`src/rtl/reflex_round_scheduler.sv`:
```
// Reflex-trainer round sequencer: 1 ms tick, LFSR arm delay, reaction timing.
// Ports: clk, rst_n (sync, active-low), start, btn in; stim, busy, done,
//   foul, timeout, react_ms, best_ms, state out. Optional: BEST_TIME_EN.
module reflex_round_scheduler #(
  parameter int CLK_HZ           = 100_000_000,
  parameter int TICK_HZ          = 1000,
  parameter int MIN_DELAY_MS     = 1000,
  parameter int DELAY_RANGE_BITS = 11,
  parameter int TIMEOUT_MS       = 2000,
  parameter int REACT_W          = 12
) (
  input  logic               clk,
  input  logic               rst_n,
  input  logic               start,
  input  logic               btn,
  output logic               stim,
  output logic               busy,
  output logic               done,
  output logic               foul,
  output logic               timeout,
  output logic [REACT_W-1:0] react_ms,
  output logic [REACT_W-1:0] best_ms,
  output logic [2:0]         state
);

  localparam int TICK_DIV = CLK_HZ / TICK_HZ;
  localparam int PRE_W    = $clog2(TICK_DIV);
  localparam int DLY_MAX  = MIN_DELAY_MS + (1 << DELAY_RANGE_BITS) - 1;
  localparam int DLY_W    = $clog2(DLY_MAX + 1);

  localparam logic [PRE_W-1:0]   PRE_LAST = PRE_W'(TICK_DIV - 1);
  localparam logic [DLY_W-1:0]   DLY_MIN  = DLY_W'(MIN_DELAY_MS);
  localparam logic [REACT_W-1:0] TMO      = REACT_W'(TIMEOUT_MS);

  typedef enum logic [2:0] {
    S_IDLE   = 3'd0,
    S_ARM    = 3'd1,
    S_STIM   = 3'd2,
    S_RESULT = 3'd3,
    S_FOUL   = 3'd4
  } state_e;

  state_e             state_q, state_d;
  logic [PRE_W-1:0]   pre_q, pre_d;
  logic [15:0]        lfsr_q, lfsr_d;
  logic [DLY_W-1:0]   dly_q, dly_d;
  logic [REACT_W-1:0] rcnt_q, rcnt_d;
  logic [REACT_W-1:0] react_q, react_d;
  logic               stim_q, stim_d;
  logic               busy_q, busy_d;
  logic               done_q, done_d;
  logic               foul_q, foul_d;
  logic               tmo_q, tmo_d;
  logic               tick;
  logic               fb;
  logic [REACT_W-1:0] rcnt_inc;

  always_comb begin
    fb       = lfsr_q[0] ^ lfsr_q[2] ^ lfsr_q[3] ^ lfsr_q[5];
    lfsr_d   = {fb, lfsr_q[15:1]};
    tick     = (pre_q == PRE_LAST);
    rcnt_inc = rcnt_q + REACT_W'(1);
    state_d  = state_q;
    dly_d    = dly_q;
    rcnt_d   = rcnt_q;
    react_d  = react_q;
    done_d   = 1'b0;
    foul_d   = foul_q;
    tmo_d    = tmo_q;
    unique case (state_q)
      S_ARM: begin
        if (btn) begin
          state_d = S_FOUL;
          foul_d  = 1'b1;
          done_d  = 1'b1;
          react_d = '0;
        end else if (tick) begin
          if (dly_q <= DLY_W'(1)) begin
            state_d = S_STIM;
            rcnt_d  = '0;
          end else begin
            dly_d = dly_q - DLY_W'(1);
          end
        end
      end
      S_STIM: begin
        if (btn) begin
          // a press on a tick edge includes that tick
          state_d = S_RESULT;
          done_d  = 1'b1;
          react_d = tick ? rcnt_inc : rcnt_q;
        end else if (tick) begin
          rcnt_d = rcnt_inc;
          if (rcnt_inc == TMO) begin
            state_d = S_RESULT;
            tmo_d   = 1'b1;
            react_d = TMO;
            done_d  = 1'b1;
          end
        end
      end
      default: begin
        if (start) begin
          state_d = S_ARM;
          dly_d   = DLY_MIN + DLY_W'(lfsr_q[DELAY_RANGE_BITS-1:0]);
          foul_d  = 1'b0;
          tmo_d   = 1'b0;
          react_d = '0;
        end
      end
    endcase
    // restart the tick phase on every state entry
    if (state_d != state_q || tick) pre_d = '0;
    else                            pre_d = pre_q + PRE_W'(1);
    stim_d = (state_d == S_STIM);
    busy_d = (state_d == S_ARM) || (state_d == S_STIM);
  end

  always_ff @(posedge clk) begin
    if (!rst_n) begin
      state_q <= S_IDLE;
      pre_q   <= '0;
      lfsr_q  <= 16'hACE1;
      dly_q   <= '0;
      rcnt_q  <= '0;
      react_q <= '0;
      stim_q  <= 1'b0;
      busy_q  <= 1'b0;
      done_q  <= 1'b0;
      foul_q  <= 1'b0;
      tmo_q   <= 1'b0;
    end else begin
      state_q <= state_d;
      pre_q   <= pre_d;
      lfsr_q  <= lfsr_d;
      dly_q   <= dly_d;
      rcnt_q  <= rcnt_d;
      react_q <= react_d;
      stim_q  <= stim_d;
      busy_q  <= busy_d;
      done_q  <= done_d;
      foul_q  <= foul_d;
      tmo_q   <= tmo_d;
    end
  end

`ifdef BEST_TIME_EN
  logic [REACT_W-1:0] best_q, best_d;

  always_comb begin
    best_d = best_q;
    if (state_q == S_STIM && btn && react_d < best_q)
      best_d = react_d;
  end

  always_ff @(posedge clk) begin
    if (!rst_n) best_q <= '1;
    else        best_q <= best_d;
  end

  assign best_ms = best_q;
`else
  assign best_ms = '1;
`endif

  assign stim     = stim_q;
  assign busy     = busy_q;
  assign done     = done_q;
  assign foul     = foul_q;
  assign timeout  = tmo_q;
  assign react_ms = react_q;
  assign state    = state_q;

endmodule

```
`config.mk`:
```
export PLATFORM = sky130hd
export DESIGN_NAME = reflex_round_scheduler
export DESIGN_NICKNAME = d
export VERILOG_FILES = /design/src/rtl/reflex_round_scheduler.sv
export SDC_FILE = /design/constraint.sdc
export NUM_CORES = 1
export LEC_CHECK = 0
export ABC_CLOCK_PERIOD_IN_PS = 2400
export CAP_MARGIN = 20
export CELL_PAD_IN_SITES_DETAIL_PLACEMENT = 2
export CELL_PAD_IN_SITES_GLOBAL_PLACEMENT = 2
export CORE_ASPECT_RATIO = 0.5
export CORE_MARGIN = 2
export CORE_UTILIZATION = 31
export CTS_CLUSTER_SIZE = 16
export DETAILED_ROUTE_END_ITERATION = 8
export PLACE_DENSITY = 0.78
export SYNTH_ARGS = -nofsm -noshare
export SYNTH_HDL_FRONTEND = slang
export SYNTH_SLANG_ARGS = --single-unit
```
`constraint.sdc`:
```
create_clock -name clk -period 2.4 [get_ports clk]
set_input_delay 0.24 -clock clk [delete_from_list [all_inputs] [get_ports clk]]
set_output_delay 0.24 -clock clk [all_outputs]
set_load 0.03 [all_outputs]
```
# == Word level (Yosys, flattened, before mapping) ==
# Cells that the tools add are included.
# totals
n_memories,0
ram_bits,0
out_inout_bits,32
rom_bits,0
word_cells,88
latchBits,0
ff_bits,77
# op_classes
n_div,0
n_reduce_logical,12
eq_ne,17
mul,0
mux,37
n_addsub,4
bitwise_logic,6
n_lt_le_gt_ge,1
n_shift,0
# op_table
op,count
12-bit 2-to-1 mux,14
12-bit one-hot mux with 2 select lines,3
3-bit 2-to-1 mux,7
"17-bit by 1-bit adder with 17-bit output, second input constant",1
"17-bit equality test, second input constant",1
"2-bit inequality test, second input constant",8
5-bit AND reduction,3
"10-bit by 11-bit adder with 12-bit output, first input constant",1
"12-bit by 1-bit adder with 12-bit output, second input constant",1
"12-bit by 11-bit equality test with 1-bit output, second input constant",1
"12-bit by 1-bit <= comparator with 1-bit output, second input constant",1
"12-bit by 1-bit subtractor with 12-bit output, second input constant",1
1-bit 2-to-1 mux,9
"3-bit by 1-bit equality test with 1-bit output, second input constant",2
"3-bit by 2-bit equality test with 1-bit output, second input constant",2
"3-bit inequality test, second input constant",2
1-bit one-hot mux with 2 select lines,3
3-bit one-hot mux with 2 select lines,1
2-bit nonzero test,3
4-bit AND reduction,1
3-bit inequality test,1
1-bit NOT,3
3-bit AND reduction,1
3-bit nonzero test,1
other kinds (3),6

# == Depth between registers and ports, before layout ==
# Gate-level depths: netlist of run 1.
# depth
depth_word,9
depth_mapped,9
depth_no_buf,7

# == Worst setup path after synthesis of run 1 ==
# Ideal clock, no wire load.
# synth_timing
path_kind,reg-to-reg
start,register state_q[0] (netlist: state[0])
end,register dly_q[1]
setup_slack_ns,-0.017
setup_ns,0.134
period_less_slack_ns,2.417
arrival_ns,2.283
stages_incl_launch_ff,9
cell_sequence,dfxtp_1 -> buf_4 -> or3b_1 -> clkbuf_2 -> or4_1 -> a21o_1 -> buf_6 -> a211oi_1 -> a211oi_1
# synth_via
elab_chain_cells,3
elab_cells_between_ends,9
classes_between,5 x eq/ne; 1 x mux; 1 x bitwise; 2 x reduce/logical
# synth_rtl
element,line,text
"start, declared",43,"state_e state_q, state_d;"
"start signal, assigned",133,state_q <= state_d;
3-bit by 1-bit equality test with 1-bit output or 3-bit by 2-bit equality test with 1-bit output (tied branches),70,unique case (state_q)
"2-bit inequality test (no source line), or another cell as far along",n/a,
5-bit AND reduction (no source line),n/a,
"end signal, assigned",136,dly_q <= dly_d;
"end, declared",46,"logic [DLY_W-1:0] dly_q, dly_d;"
# Several ways; a longest one is shown, not always the timed one.
# A chain may end at the register's enable or synchronous reset.

# == Worst setup path in the final report of run 1 ==
# layout_timing
start,register pre_q[0]
end,register dly_q[10]
# layout_via
elab_chain_cells,3
# layout_rtl
element,line,text
"start, declared",44,"logic [PRE_W-1:0] pre_q, pre_d;"
"start signal, assigned",134,pre_q <= pre_d;
17-bit equality test,61,tick = (pre_q == PRE_LAST);
2-bit inequality test (no source line),n/a,
5-bit AND reduction (no source line),n/a,
# No other way between the ends.

==> run summary, run 1 <==
CTS sink count = 77
Util after Layout = 38.1%
Horiz. Die Dim = 164 um
clk_skew = 0.00940 ns
count of final max-slew check failures = 0
setup TNS = 0 ns
post-layout instance area = 4790 um^2
synth warn = 0
largest fanout on the critical path = 22
Syn Inst Count = 475
arrival time at the worst endpoint = 2.53 ns
M2 GR Usage = 31.7%
I/O Buffers = 23
Starting Density = 31.5%
CP endpoint kind = flip-flop
WS Path Type = flip-flop to flip-flop
busiest layer in global routing = met2
Leak Pwr = 0.00176 uW
critical path data required time = 2.62 ns
gr usage total = 18.8%
GP Congestion = 0.814
met3 Usage GRT = 3.63%
share of cells above drive strength 1 = 12.5%
M1 GR Usage = 24.8%
worst vdd ir = 0.296 mV
crit share post-route = 96.2%
Post-Synth XOR/XNOR Area = 8.20%
adder-cell share of the synthesized area = 1.90%
Yosys cell types = 62
setup violators final = 0
pwr dens = 656 nW/um^2
max cap viols = 0
Max Fclk = 433 MHz
CTS H-tree lvls = 3
Detail Placement HPWL = 8780 um
Hold Vio Cnt, Final = 0
setup repair bufs after CTS = 0
Wirelength per Cell = 18.1 um
Synth Area in Compound Gates = 16.6%
Clk Latency, worst-skew pair = 0.35 ns
Residual DRC = 0
Yosys reg bits = 77
Clock Tree Buf Depth = 2
vias in the first global route = 3900
# IOs = 36
count of flip-flops with a built-in enable after synthesis = 0
Hold Slack = 0.418 ns
post-synthesis sequential area ratio = 39.0%
initial antenna violation count = 0
fillcell total = 1445
clk slew on worst S/H paths = 0.06 ns
DR vias = 3601
Cell Area, Placed = 4480 um^2
largest family of logic cells by synthesized area = simple AND/OR/NAND/NOR gates
FP Rows = 29
CTS Buf Count = 9
area grow syn2layout = 21.1%
TritonCTS clock tree = yes
Async S/R FF share, synth = 0%
Root Buffer = clkbuf_16
Post-Syn Area = 3950 um^2
total gr overflow = 0
post-synthesis simple-gate area fraction = 26.4%
Hold-fix buffers, CTS = 0
first-pass GRT wire length = 20300 um
core area = 12600 um^2
Slew @ Worst Pin = 0.533 ns
1st-iter DRT viols = 95
die area = 13700 um^2
startpoint types = flip-flop
status = finished clean
final net count = 523
# diodes = 0
Die Ht = 83.9 um
ys flop type = dfxtp_1
drt pass-1 iters = 4
Mean Syn Cell Area = 8.32 um^2
Final min period = 2.31 ns
Max-slew headroom = 63.5%
ANT nets after route = 0
Power, Total = 3140 uW
DRT Wirelength = 12500 um
largest net degree at the start of global routing = 31
Hold Crit Class = flip-flop to flip-flop
vias per inst = 5.23
mux contribution to synthesized area = 1.04%
kinds of logic (layout without fill, tap and decap cells):
| kind of cell | Yosys count | after routing |
|---|---|---|
| and+or+nand+nor | 202 | 202 |
| AOI/OAI and AO/OA | 95 | 95 |
| DFF | 77 | 77 |
| buffers and inverters | 53 | 85 |
| xor gates and xnor gates | 37 | 37 |
| adders and majority gates | 6 | 6 |
| muxes | 4 | 4 |
| other | 1 | 12 |
state kept, by name, indices dropped and copies added (netlist names):
signal and flops:
foul 1, react_ms 12, pre_q 17, busy 1, dly_q 12, lfsr_q 16
state 3, timeout 1, stim 1, rcnt_q 12, done 1
metal layers:
| layer | part of all wire [%] | routed length [um] | vias to the layer above |
|---|---|---|---|
| li1 | - | - | 1733 |
| met1 | 48 | 5970 | 1816 |
| met2 | 49 | 6050 | 39 |
| met3 | 2.6 | 318 | 13 |
| met4 | 0.99 | 123 | 0 |
| met5 | 0 | 0 | - |
cell usage in the layout (no fill, tap or decap), types with 3 or more instances in the layout:
cell             count
dfxtp_1             76
conb_1              12
nand3_1             20
and3_1               7
nand2_1             34
o2bb2ai_1            5
buf_4               34
nand4_1             13
nand2b_1            10
nor2_1              62
xor2_1              13
and4_1               3
mux2i_1              3
a31oi_1             12
o21ai_0              8
nor4_1               3
nor3_1              14
o211ai_1             3
clkinvlp_4           3
a211oi_1             3
o22ai_1              6
clkbuf_16            9
a21oi_1             25
inv_1               11
ha_1                 6
nor3b_1              3
or4_1                3
a211o_1              7
o31ai_1              4
a22oi_1              3
or3_1                3
clkdlybuf4s50_1     23
xnor2_1             24
and2_1              13
synthesized netlist by cell type (2+ instances only):
cell type	number	area [um^2]
dfxtp_1	77	1540
nor2_1	62	233
nand2_1	34	128
a21oi_1	25	125
xnor2_1	24	210
clkbuf_1	20	75.1
nand3_1	20	100
buf_4	14	105
nor3_1	14	70.1
and2_1	13	81.3
nand4_1	13	81.3
xor2_1	13	114
a31oi_1	12	75.1
inv_1	11	41.3
nand2b_1	10	62.6
o21ai_0	8	40.0
a211o_1	7	61.3
and3_1	7	43.8
ha_1	6	75.1
o22ai_1	6	37.5
buf_2	5	25.0
o2bb2ai_1	5	43.8
nor3b_1	4	30.0
o31ai_1	4	30.0
a211oi_1	3	22.5
a21o_1	3	22.5
a22oi_1	3	22.5
and4_1	3	26.3
mux2i_1	3	30.0
nor4_1	3	18.8
o211ai_1	3	22.5
or3_1	3	18.8
or4_1	3	22.5
a2111oi_2	2	30.0
a311oi_1	2	17.5
and4bb_2	2	25.0
nand3b_1	2	15.0
o21bai_1	2	15.0
final timing paths:
path	start	end	slack, ns	depth (start not counted)
worst max-delay path	pre_q[0]	dly_q[10]	0.09	7
worst min-delay path	lfsr_q[14]	lfsr_q[13]	0.42	1
worst max register to register	pre_q[0]	dly_q[10]	0.09	7
worst min register to register	lfsr_q[14]	lfsr_q[13]	0.42	1
power breakdown:
part / internal, uW / total [uW] / switching, uW
Combinational: 141 / 389 / 248
Clock: 809 / 1390 / 585
Sequential: 1320 / 1360 / 37.0
Total: 2270 / 3140 / 870
per-stage QoR:
step,worst slack [ns],instances
floorplan,0.0505,486
global placement,0.0391,672
detailed placement,-0.0621,672
CTS,0.0272,688
global route,-0.0162,688
finish,0.0916,688
worst max-delay path, cell delays in order, from the launching register on:
cell	delay [ns]
dfxtp_1	0.38
ha_1	0.21
and4_1	0.25
nand4_2	0.12
or4_1	0.55
a21o_4	0.32
o211ai_1	0.25
o31ai_1	0.11
layout make-up:
class	instances	area, um^2	share of cell area (%)
clock inverters	7	75.1	1.57
well taps	170	213	4.44
repair buffers	57	485	10.1
multi-input cells	356	2200	46.0
flip-flops and latches	77	1540	32.2
clock buffers	9	225	4.70
inverters	12	45.0	0.941
repair_timing:
| action | 4_1_cts | 5_1_grt |
|---|---|---|
| pin swaps | 0 | 1 |
| setup endpoints to repair | 6 | 12 |
| gates resized for setup | 1 | 2 |
Power figures use the tool's default switching activity.
==> run 2: changes to the inputs <==
ABC_CLOCK_PERIOD_IN_PS = 1940   (was 2400)
clock period = 1.94 ns   (was 2.4 ns; I/O delays follow)
==> run 2 against run 1 <==
  * The run now ends with negative setup slack left
  * Hold slack lost 0.0014 ns
  * Worst setup slack worse by 0.49 ns
  * Die area unchanged
  * Global-route usage increased by 11 points
  * Sequential share of layout area is 6.3 points lower
  * Sequential power increased by 24%
  * Clock power grew 42%
  * Critical path depth is 1 higher
  * Final area grew 27%
  * Register-to-register slack got worse by 0.49 ns
  * Largest power group unchanged
==> run summary, run 2 (synthesis gave the netlist of run 1 again) <==
Slew @ Worst Pin = 0.650 ns
Horiz. Die Dim = 164 um
CTS sink count = 77
worst r2r src = pre_q[14]
DR vias = 4575
Residual DRC = 0
status = complete, but fails checks
most frequent cells in the layout = buf_4, dfxtp_1, nor2_1, nand2_1, xnor2_1
vias per inst = 5.90
ANT nets after route = 0
Max-slew headroom = 56.4%
count of final max-slew check failures = 0
TritonCTS clock tree = yes
share of cells above drive strength 1 = 39.9%
GP Congestion = 0.814
drt pass-1 iters = 5
first-pass GRT wire length = 30100 um
clk slew on worst S/H paths = 0.07 ns
min-delay src = lfsr_q[12]
CTS H-tree lvls = 3
reg2reg setup slack = -0.40 ns
Biggest register = pre_q
final net count = 610
Critical Path Source = pre_q[14]
max reg flops = 17
CP endpoint kind = flip-flop
post-placement worst setup slack = -0.369 ns
pwr dens = 735 nW/um^2
DRT Wirelength = 22100 um
reg-to-reg critical path endpoint = rcnt_q[7]
largest net degree at the start of global routing = 31
total gr overflow = 0
startpoint types = flip-flop
sequential group share of total power = 37.7%
FP Rows = 29
arrival time at the worst endpoint = 2.51 ns
worst vdd ir = 0.372 mV
Detail Placement HPWL = 10600 um
vias in the first global route = 4822
Hold Vio Cnt, Final = 0
Die Ht = 83.9 um
Clk Latency, worst-skew pair = 0.36 ns
setup ws final = -0.395 ns
Wirelength per Cell = 28.5 um
Psw = 1310 uW
1st-iter DRT viols = 326
combinational share of power = 17.7%
core area = 12600 um^2
Hold Slack = 0.417 ns
clk_skew = 0.0164 ns
Max Fclk = 428 MHz
biggest regs = pre_q: 17 flops, lfsr_q: 16 flops
clock share of power = 44.5%
Leak Pwr = 0.00234 uW
Starting Density = 31.5%
Root Buffer = clkbuf_16
WS Path Type = flip-flop to flip-flop
failing checks = negative setup slack
R2R depth = 8
crit share post-route = 120%
Util after Layout = 48.2%
RSZ-0062 raised after global routing = yes
gr usage total = 29.5%
Hold-fix buffers, CTS = 0
largest fanout on the critical path = 7
Hold EP = lfsr_q[11]
Int Pwr = 3140 uW
I/O Buffers = 23
hold depth = 1
critical path data required time = 2.12 ns
initial antenna violation count = 0
setup violators final = 42
CTS Buf Count = 9
Final min period = 2.34 ns
max cap viols = 0
die area = 13700 um^2
Clock Tree Buf Depth = 2
Sw Ratio = 29.4%
most common cell after layout, fill and taps aside = buf_4
# IOs = 36
Hold Crit Class = flip-flop to flip-flop
area grow syn2layout = 53.2%
run 2: worst max path at each step:
stage              endpoint  slack, ns  depth (start not counted)
2_1_floorplan      dly_q[9]      -0.26                          8
3_3_place_gp       dly_q[9]      -0.19                          8
4_1_cts           dly_q[10]      -0.22                          8
3_5_place_dp   react_ms[10]      -0.37                          6
5_1_grt           rcnt_q[7]      -0.43                          8
6_report          rcnt_q[7]      -0.40                          8
run 2: power groups by stage:
stage | registers (uW) | logic (uW) | clock network, uW
2_1_floorplan | 1710 | 330 | 0
3_3_place_gp | 1700 | 536 | 0
3_5_place_dp | 1700 | 560 | 0
4_1_cts | 1670 | 679 | 1950
5_1_grt | 1680 | 815 | 2070
6_report | 1680 | 789 | 1980
run 2: timing repair:
item | in CTS | in global routing
gates cloned | 3 | 1
pin swaps | 33 | 12
gates resized for setup | 80 | 43
setup endpoints to repair | 41 | 57
setup buffers | 10 | 7
run 2: final cells by class:
type / count / area, um^2
Antenna cell: 1 / 2.50
Clock buffer: 10 / 250
Clock inverter: 5 / 82.6
Fill cell: 1327 / 6500
Inverter: 12 / 45.0
Multi-Input combinational cell: 357 / 2700
Sequential cell: 77 / 1570
Tap cell: 170 / 213
Timing Repair Buffer: 143 / 1190
run 2: per-stage QoR:
| step | power (uW) | cell area (um^2) | std cells | setup TNS (ns) |
|---|---|---|---|---|
| after floorplan | 2040 | 4080 | 486 | -3.27 |
| after global placement | 2230 | 5050 | 740 | -2.74 |
| after detailed placement | 2260 | 5050 | 740 | -7.15 |
| after CTS | 4300 | 5790 | 767 | -3.77 |
| after global routing | 4570 | 6050 | 774 | -10.69 |
| final | 4450 | 6060 | 775 | -9.08 |
run 2: layer usage:
| metal | track usage, % | up-vias | wire length [um] |
|---|---|---|---|
| met1 | 34.5 | 2340 | 9100 |
| met5 | 0 | - | 0 |
| met4 | 12.0 | 0 | 896 |
| met3 | 7.00 | 73 | 1300 |
| met2 | 51.8 | 248 | 10800 |
| li1 | - | 1914 | - |
run 2: worst max-delay path, stage by stage, from the launching register on:
cell,delay [ns]
dfxtp_2,0.34
buf_4,0.13
nor4bb_2,0.30
and4_1,0.28
buf_4,0.20
nand3_1,0.13
a21o_4,0.30
a21oi_1,0.23
o21ai_0,0.25
==> RTL change 1 (flow settings as in run 1) <==
Put one more register stage on the output `react_ms`, without a reset. The value now appears one clock later. The other outputs are not delayed to match.
--- a/src/rtl/reflex_round_scheduler.sv
+++ b/src/rtl/reflex_round_scheduler.sv
@@ -169,5 +169,7 @@
   assign foul     = foul_q;
   assign timeout  = tmo_q;
-  assign react_ms = react_q;
+  always_ff @(posedge clk) begin
+    react_ms <= react_q;
+  end
   assign state    = state_q;
 
Behaviour: no difference found for any inputs over 10 cycles, from zero or initial values and one cycle with rst_n low; that may be too few to reach the edited logic, so the function may still have changed.
==> RTL change 1 against run 1 <==
  * The run now ends with setup timing left
  * Area after synthesis increased by 10%
  * Count of clock-buffer cells in the layout did not move
  * Setup slack got worse by 150 ps
  * Routed wire length rose by 27%
  * Combinational power increased by 28%
  * Final area is 15% higher
  * Power up 9.6%
  * Highest routed layer unchanged
  * Sequential cell count up 12
  * Maximum frequency down 6.2%
==> RTL change 1: results <==
[outcome]
run_status = "finished with violations"
failed_checks = "setup timing"

[global_route]
grt_max_degree = 37
via_count_of_the_first_global_routing_pass = 4330

[final_layout]
non_clock_buffer_count = 85
layout.nonclk_buf_share_pct = 13.0
inverters = 9
area.sequential_sq_mm = 0.00179
drive_above_1_share_pct = 17.4

[hold_path]
min_delay_path_depth = 0
holdCritStartpoint = "react_q[9]"
holdPathEnd = "react_ms[9]"

[setup_path]
timing.critical_path.fanout_max = 4
critPathCapture = "rcnt_q[11]"
timing.critical_path.arrival_ps = 2700

[route]
avgViaCountPerCell = 5.25
drt-total-wl_mm = 15.8
dr.first_iter.drc_count = 236

[synth]
synth_top_cells_by_count = "sky130_fd_sc_hd__dfxtp_1, sky130_fd_sc_hd__nand2_1, sky130_fd_sc_hd__nor2_1"
adder_cell_share_of_the_synthesized_area_pct = 1.73

[timing]
worst_path_setup_slack_after_routing_ps = -60.2
finalSetupViolations = 2
tightest_slew_ps = 566
tns_ps = -65.8

[power]
highest_ir_drop_seen_on_vdd_mv = 0.281
clockPowerShare_pct = 40.3
RTL change 1: cell types whose count changed after synthesis, moves of 5 or more:
cell	delta
sky130_fd_sc_hd__dfxtp_1	+12
sky130_fd_sc_hd__o21a_1	+6
sky130_fd_sc_hd__nand3_1	-6
sky130_fd_sc_hd__nand2_1	+26
sky130_fd_sc_hd__a211o_1	-6
sky130_fd_sc_hd__nor2_1	-7
sky130_fd_sc_hd__o21ai_0	+36
sky130_fd_sc_hd__nand4_1	-5
RTL change 1: per-layer routing:
| layer | share of wire, % | global-route usage (%) | vias up |
|---|---|---|---|
| met2 | 52 | 36.8 | 86 |
| met3 | 3.4 | 3.89 | 30 |
| met5 | 0 | 0 | - |
| li1 | - | - | 1945 |
| met4 | 2.3 | 6.16 | 0 |
| met1 | 43 | 23.3 | 2077 |
RTL change 1: metrics by stage:
stage,std cells,util [%]
after floorplan,541,-
after global placement,764,37.2
after detailed placement,764,37.2
after CTS,783,39.6
after global routing,788,40.3
final,788,40.3
==> RTL change 2 (flow settings as in run 1) <==
Made on the original files. The parameter `REACT_W` goes from 12 to 18.
--- a/src/rtl/reflex_round_scheduler.sv
+++ b/src/rtl/reflex_round_scheduler.sv
@@ -8,5 +8,5 @@
   parameter int DELAY_RANGE_BITS = 11,
   parameter int TIMEOUT_MS       = 2000,
-  parameter int REACT_W          = 12
+  parameter int REACT_W          = 18
 ) (
   input  logic               clk,
Interface: changed (resized best_ms and react_ms); port bits go from 36 to 48. The function was not compared with the original's and may differ.
==> RTL change 2 against run 1 <==
  * The run now ends with setup timing left
  * Area after synthesis up 17%
  * Sequential share of layout area shrank 6.1 points
  * Routed wire length rose by 100%
  * Die area grew 16%
  * Sequential cell count increased by 12
  * Setup slack worse by 470 ps
  * Count of clock-buffer cells in the layout unchanged
  * Power up 17%
  * Clock skew grew 6.6 ps
  * Final area is 45% higher
==> RTL change 2: results <==
[place]
place_ws_ps = -363
io_buffers = 29
dp.cells = 848
dp_hpwl_mm = 11.6
routabilityCongestion = 0.863

[timing]
finalSetupViolations = 65
worst_path_setup_slack_after_routing_ps = -378
tightest_slew_ps = 736
finalClockSkew_ps = 16.0
tns_ps = -13320

[power]
highest_ir_drop_seen_on_vdd_mv = 0.289
p_int_w = 0.00255
leakage_nw = 2.60

[hold_path]
holdPathEnd = "lfsr_q[11]"
min_delay_path_depth = 1
holdCritStartpoint = "lfsr_q[12]"

[final_layout]
drive_above_1_share_pct = 37.6
layout.nets = 690

[route]
drt-total-wl_mm = 25.2
dr.first_iter.drc_count = 361
vias_post_dr = 5157
routed_wire_length_per_instance_microns = 28.5
drtPass1Iterations = 4

[global_route]
via_count_of_the_first_global_routing_pass = 5507
track_usage_pct = 27.1
grt_first_pass_wirelength_mm = 33.2
grt_max_degree = 36

[setup_path]
timing.critical_path.arrival_ps = 3020
timing.critical_path.slowest_cell_delay_ps = 450
regToRegStartpoint = "pre_q[6]"
critical_path.slowest_cell = "sky130_fd_sc_hd__nor4bb_2"
timing.critical_path.fanout_max = 5
path_delay_family = "compound AO/OA/AOI/OAI gates"
worst_r2r_endpoint = "react_ms[4]"

[synth]
synthesis.area_per_instance_sq_um = 8.16
synth_top_cells_by_count = "sky130_fd_sc_hd__dfxtp_1, sky130_fd_sc_hd__nor2_1, sky130_fd_sc_hd__nand2_1"
synth.yosys.seq_area_share_pct = 38.5
yosys_most_used_dff = "sky130_fd_sc_hd__dfxtp_1"
synth.area.top_cells = "sky130_fd_sc_hd__dfxtp_1, sky130_fd_sc_hd__nor2_1, sky130_fd_sc_hd__xnor2_1"

[clock_network]
h-tree-depth = 3
clock_insertion_delay_worst_skew_ps = 370

[outcome]
run_status = "finished with violations"
failed_checks = "setup timing"
[RTL change 2: changes by cell type in the layout (fill, tap and decap cells not counted), moves of 6 or more]
| cell | change |
|---|---|
| sky130_fd_sc_hd__dfxtp_1 | -8 |
| sky130_fd_sc_hd__buf_6 | +6 |
| sky130_fd_sc_hd__conb_1 | +6 |
| sky130_fd_sc_hd__o2bb2ai_2 | +11 |
| sky130_fd_sc_hd__dfxtp_2 | +16 |
| sky130_fd_sc_hd__clkdlybuf4s50_1 | +6 |
| sky130_fd_sc_hd__a31oi_1 | -10 |
| sky130_fd_sc_hd__o21ai_2 | +16 |
| sky130_fd_sc_hd__nor2_4 | +13 |
| sky130_fd_sc_hd__buf_4 | +66 |
[RTL change 2: routing by layer]
| layer | routed length, microns | GRT usage [%] |
|---|---|---|
| met5 | 0 | 0 |
| met4 | 1070 | 13.6 |
| met3 | 1130 | 5.22 |
| met2 | 12600 | 49.8 |
| met1 | 10400 | 29.6 |
[RTL change 2: logic make-up after synthesis]
logic type / Yosys count / synth area share (%)
fa+ha+maj: 5 / 1.35
xor+xnor: 44 / 8.33
other cells: 1 / 0.0811
flops: 89 / 38.5
simple gates: 229 / 25.7
mux: 2 / 0.460
compound gates: 131 / 18.6
buf+inv: 66 / 7.01
[RTL change 2: repair_timing]
item | in CTS | in global routing
setup endpoints to repair | 64 | 65
setup buffers | 5 | 9
pin swaps | 13 | 27
cloned | 1 | 5
hold buffers | 0 | 0
hold endpoints to repair | 0 | 0
gates resized for setup | 48 | 124
[RTL change 2: stage by stage]
stage / cell area (sq um) / hold WS, ps
after floorplan: 4760 / 386
after global placement: 5720 / 389
after detailed placement: 5720 / 403
after CTS: 6260 / 421
after global routing: 6960 / 441
final: 6960 / 416
[RTL change 2: worst max-delay path by stage]
stage | depth (start not counted) | end | start
2_1_floorplan | 8 | rcnt_q[17] | dly_q[5]
3_3_place_gp | 8 | react_ms[3] | rcnt_q[2]
3_5_place_dp | 8 | react_ms[17] | rcnt_q[2]
4_1_cts | 7 | rcnt_q[17] | dly_q[7]
5_1_grt | 7 | react_ms[4] | pre_q[6]
6_report | 7 | react_ms[4] | pre_q[6]
[RTL change 2: power by group through the flow]
stage / registers, W / clock network [W] / logic [W]
after floorplan: 0.00159 / 0 / 0.000283
after global placement: 0.00159 / 0 / 0.000380
after detailed placement: 0.00159 / 0 / 0.000397
after CTS: 0.00156 / 0.00151 / 0.000446
after global routing: 0.00157 / 0.00160 / 0.000617
final: 0.00156 / 0.00153 / 0.000588
[RTL change 2: final cells by class]
cell class / instances / area, sq um
fill: 1519 / 7550
multi-input combinational: 430 / 3290
inverter: 8 / 30.0
clock inverter: 7 / 77.6
clock buffer: 9 / 225
tap: 198 / 248
sequential: 89 / 1820
timing repair buffer: 143 / 1270
